[config.mk]
export PLATFORM = sky130hd
export DESIGN_NAME = mips_intc
export DESIGN_NICKNAME = d
export VERILOG_FILES = /design/src/rtl/intc_pkg.sv /design/src/rtl/intc_prio_enc.sv /design/src/rtl/mips_intc.sv
export SDC_FILE = /design/constraint.sdc
export NUM_CORES = 1
export LEC_CHECK = 0
export BUFFER_PORTS_ARGS = -buffer_cell sky130_fd_sc_hd__buf_2
export CAP_MARGIN = 0
export CORE_ASPECT_RATIO = 1.4
export CORE_MARGIN = 2
export CORE_UTILIZATION = 49
export DETAILED_ROUTE_END_ITERATION = 8
export HOLD_SLACK_MARGIN = 0.08
export PLACE_DENSITY = 0.72
export SETUP_SLACK_MARGIN = 0.4
export SLEW_MARGIN = 20
export SYNTH_ARGS = -nofsm -noshare
export SYNTH_HDL_FRONTEND = slang
export SYNTH_SLANG_ARGS = --single-unit
[constraint.sdc]
create_clock -name clk -period 1.97 [get_ports clk]
set_input_delay 0.4925 -clock clk [delete_from_list [all_inputs] [get_ports clk]]
set_output_delay 0.4925 -clock clk [all_outputs]
set_load 0.1 [all_outputs]
[src/rtl/intc_pkg.sv]
// intc_pkg: config address map and vector-width helper shared by the interrupt controller
package intc_pkg;
  localparam logic [1:0] CFG_MASK = 2'd0;
  localparam logic [1:0] CFG_MODE = 2'd1;
  localparam logic [1:0] CFG_PEND = 2'd2;
  localparam logic [1:0] CFG_ISR  = 2'd3;
  function automatic int vec_w(input int n);
    return (n <= 2) ? 1 : $clog2(n);
  endfunction
endpackage

[src/rtl/intc_prio_enc.sv]
// intc_prio_enc: lowest-set-bit encoder; ports req_i (N) -> valid_o, idx_o (vec_w(N))
module intc_prio_enc
  import intc_pkg::*;
#(
  parameter int N = 4,
  localparam int W = vec_w(N)
) (
  input  logic [N-1:0] req_i,
  output logic         valid_o,
  output logic [W-1:0] idx_o
);
  assign valid_o = |req_i;
  always_comb begin
    idx_o = '0;
    for (int i = N - 1; i >= 0; i--) idx_o = req_i[i] ? W'(i) : idx_o;
  end
endmodule

[src/rtl/mips_intc.sv]
// mips_intc: fixed-priority nesting interrupt controller; clk/rst, irq_src, cfg_* bus, int_ack/int_eoi handshake -> irq, int_vec
module mips_intc
  import intc_pkg::*;
#(
  parameter int               N_IRQ       = 4,
  parameter int               SYNC_STAGES = 2,
  parameter logic [N_IRQ-1:0] MODE_RST    = {N_IRQ{1'b1}},
  parameter bit               NEST_EN     = 1'b1,
  localparam int              VW          = vec_w(N_IRQ)
) (
  input  logic             clk,
  input  logic             rst,
  input  logic [N_IRQ-1:0] irq_src,
  input  logic             cfg_we,
  input  logic [1:0]       cfg_addr,
  input  logic [N_IRQ-1:0] cfg_wdata,
  output logic [N_IRQ-1:0] cfg_rdata,
  input  logic             int_ack,
  input  logic             int_eoi,
  output logic             irq,
  output logic [VW-1:0]    int_vec
);
  logic [SYNC_STAGES-1:0][N_IRQ-1:0] sync_q;
  logic [N_IRQ-1:0] hist_q, mask_q, mode_q, pend_q, isr_q;
  logic [N_IRQ-1:0] mask_d, mode_d, pend_d, isr_d;
  logic [N_IRQ-1:0] sync_out, rise, eligible, w1c, ack_oh, eoi_oh;
  logic [VW-1:0]    vec_q, vec_d, best_idx, cur_idx;
  logic             best_v, cur_v, take;
  assign sync_out = sync_q[SYNC_STAGES-1];
  assign eligible = pend_q & mask_q;
  intc_prio_enc #(.N(N_IRQ)) u_best (.req_i(eligible), .valid_o(best_v), .idx_o(best_idx));
  intc_prio_enc #(.N(N_IRQ)) u_cur  (.req_i(isr_q),    .valid_o(cur_v),  .idx_o(cur_idx));
  assign irq     = best_v & (~cur_v | (NEST_EN & (best_idx < cur_idx)));
  assign int_vec = vec_q;
  assign cfg_rdata = cfg_addr == CFG_MASK ? mask_q :
                     cfg_addr == CFG_MODE ? mode_q :
                     cfg_addr == CFG_PEND ? pend_q : isr_q;
  always_comb begin
    take   = int_ack & irq;
    rise   = sync_out & ~hist_q;
    w1c    = (cfg_we && cfg_addr == CFG_PEND) ? cfg_wdata : '0;
    ack_oh = take ? N_IRQ'(1) << best_idx : '0;
    eoi_oh = (int_eoi & cur_v) ? N_IRQ'(1) << cur_idx : '0;
    // edge channels: a fresh rise beats a same-cycle ack/W1C clear; level channels follow the source
    pend_d = (mode_q & ((pend_q & ~ack_oh & ~w1c) | rise)) | (~mode_q & sync_out);
    isr_d  = (isr_q & ~eoi_oh) | ack_oh;
    vec_d  = take ? best_idx : vec_q;
    mask_d = (cfg_we && cfg_addr == CFG_MASK) ? cfg_wdata : mask_q;
    mode_d = (cfg_we && cfg_addr == CFG_MODE) ? cfg_wdata : mode_q;
  end
  always_ff @(posedge clk) begin
    if (rst) begin
      sync_q <= '0;
      hist_q <= '0;
      mask_q <= '0;
      mode_q <= MODE_RST;
      pend_q <= '0;
      isr_q  <= '0;
      vec_q  <= '0;
    end else begin
      sync_q <= {sync_q[SYNC_STAGES-2:0], irq_src};
      hist_q <= sync_out;
      mask_q <= mask_d;
      mode_q <= mode_d;
      pend_q <= pend_d;
      isr_q  <= isr_d;
      vec_q  <= vec_d;
    end
  end
endmodule
==> results.md <==
* Clk_skew at 0.0121 ns
* GP Congestion at 0.865
* Hpwl dp at 2370 um
* EDFF count, synth at 0
* Root Driver: clkbuf_4
* CORE AREA at 2590 um2
* Post-synth ARST share at 0
* Max VDD drop at 0.534 mV
* Later-pin clock latency in the skew report at 0.34 ns
* Routed wire per std cell at 18.1 um
* CP Launch Type: register
* Mapped Nets at 149
* Critical path fanouts, max at 2
* Number of global-route vias before repair at 1,270
* Antenna-violating nets left at 0
* Layout cell share with drive strength beyond 1 at 0.540
* Slew at the pin closest to its max-slew limit at 0.461 ns
* Setup Viol. Count Final at 6
* Chip Height at 65.1 um
* Total GRT Usage at 0.270
* Max Slew Vio Count at 0
* Placed cells at 205
* RSZ-0062 raised after global routing: yes
* Met3 Usage GRT at 0.0522
* DRT Wirelength at 4070 um
* IO Count at 22
* Final Critical Period at 2.43 ns
* Setup Crit Path Kind: reg2out
* Yosys warns at 0
* GRT busiest layer: met2
* Starting Density at 0.505
* Synth-to-Final Area Change at 56.1%
* #FFs+latches synth at 30
* N_diodes at 0
* Overflow after GRT at 0
* Storage cell area at 616 um2
* TritonCTS clock tree: yes
* Fin Hold WS at 0.370 ns
* Reg clk slew, reported paths at 0.09 ns
* Cell area after synthesis at 1310 um2
* Data required, critical path at 1.48 ns
* Cell Rows at 22
* Max cap viols at 0
* Area of the multi-input gates at 847 um2
* Final worst-path cycle share at 1.23
* GR met1 Demand/Resource at 0.281
* Failing checks: negative setup slack
* Fillers at 175
* First-pass GRT wire length at 5740 um
* Final Hold Viols at 0
* CP Capture Type: output pin
* PwrDens at 586 nW/um2
* Port bufs at 21
* Nets at 205
* Commonest non-fill, non-tap cell in the layout: buf_4
* Die area at 3100 um2
* Die span in x at 47.7 um
* Status: finished with violations
* Setup TNS Final at -1.10 ns
* Largest net degree at the start of global routing at 17
* Initial antenna violation count at 0
* Lkg Pwr at 0.000873 uW
* Vias per cell at 5.64
* Synthesized area per cell at 9.83 um2
* # DRC at 0
* Met2 usage at 0.449
* Clk buf depth at 2
* Max Fclk at 411 MHz
* WP data arrival at 1.94 ns
* Final worst slack at -0.462 ns
* Tot Pwr at 1200 uW
* Slew margin rel. at 0.692
* Cells after Synth at 133
* H-Tree Level Count at 2
* HP Class: in2reg
* Seq/Total Area, Yosys at 0.459
* Final Non-Filler Cells at 225
* Count of cell types in the netlist at 32
* CTS Buf Count at 5
* Main synth FF type: dfxtp_1
* # clock sinks at 30
* Detailed Routing Iterations Pass 1 at 4
* Via count at 1,269
* Starting DRT DRC Count at 42
* Most frequent cells in the layout: buf_4 (25), dfxtp_1 (20), nand2_1 (16)
==> critical path: stages, from the launching register on <==
cell	delay (ns)
dfxtp_2	0.36
nand2_2	0.09
nand2_4	0.08
a21oi_4	0.04
ha_4	0.17
o21a_4	0.12
o32a_1	0.39
a21oi_4	0.15
buf_12	0.19
==> logic make-up (layout without fill, tap and decap cells) <==
group / count (synthesis) / in the layout / synth area share
DFF: 30 / 30 / 0.459
buffers and inverters: 8 / 64 / 0.0230
adders and majority gates: 1 / 1 / 0.00957
and+or+nand+nor: 53 / 53 / 0.222
muxes: 12 / 12 / 0.133
AOI/OAI and AO/OA: 29 / 29 / 0.153
==> layout make-up <==
class	count	share of cell area
multi-input cells	95	0.415
flip-flops and latches	30	0.302
repair buffers	54	0.234
clock buffers	7	0.0221
well taps	36	0.0221
inverters	3	0.00552
==> per-layer routing <==
layer  up-vias  routed length, um
li1        593                  -
met4         0                208
met1       613               1500
met5         -                  0
met2        44               2230
met3        19                137
==> where the power goes <==
group	switching (uW)	leakage, uW	internal (uW)
sequential	11.7	0.000250	626
clock	195	0.0000254	134
combinational	130	0.000598	99.4
total	337	0.000873	860
==> state kept, by name (all words and copies together) (netlist names) <==
signal    flops
hist_q        4
isr_q         4
mode_q        4
pend_q        4
sync_out      4
sync_q        4
int_vec       2
mask_q        4
==> through the flow <==
| step | setup slack (ns) | util | cell area (um2) |
|---|---|---|---|
| global route | -0.506 | 0.789 | 2040 |
| CTS | -0.403 | 0.750 | 1940 |
| floorplan | -0.239 | - | 1380 |
| global placement | -0.0370 | 0.639 | 1650 |
| detailed placement | -0.0615 | 0.639 | 1650 |
| finish | -0.462 | 0.789 | 2040 |
==> cell usage after synthesis (2+ instances only) <==
| master | number | area [um2] |
|---|---|---|
| o21ai_0 | 5 | 25.0 |
| clkbuf_1 | 5 | 18.8 |
| a21oi_1 | 8 | 40.0 |
| mux4_2 | 3 | 67.6 |
| a22o_1 | 3 | 26.3 |
| nand2_1 | 22 | 82.6 |
| dfxtp_1 | 30 | 601 |
| nor2b_1 | 13 | 81.3 |
| nand2b_1 | 2 | 12.5 |
| mux2i_1 | 8 | 80.1 |
| a211oi_1 | 4 | 30.0 |
| inv_1 | 3 | 11.3 |
| nor2_1 | 8 | 30.0 |
==> worst paths after layout <==
path                   startpoint                     end  slack, ns  depth (start not counted)
max reg2reg  pend_q[0]$_SDFF_PP0_    pend_q[2]$_SDFF_PP0_      -0.10                         10
min                    irq_src[0]    sync_q[0]$_SDFF_PP0_       0.37                          2
min reg2reg  sync_q[1]$_SDFF_PP0_  sync_out[1]$_SDFF_PP0_       0.45                          1
max          pend_q[0]$_SDFF_PP0_                     irq      -0.46                          8
==> what timing repair did <==
action                     4_1_cts  5_1_grt
resized for setup               52       11
buffers inserted                 6        7
hold buffers                     0        0
pin swaps                        4        9
setup endpoints to repair       17       15
(Power assumes the default switching activity.)
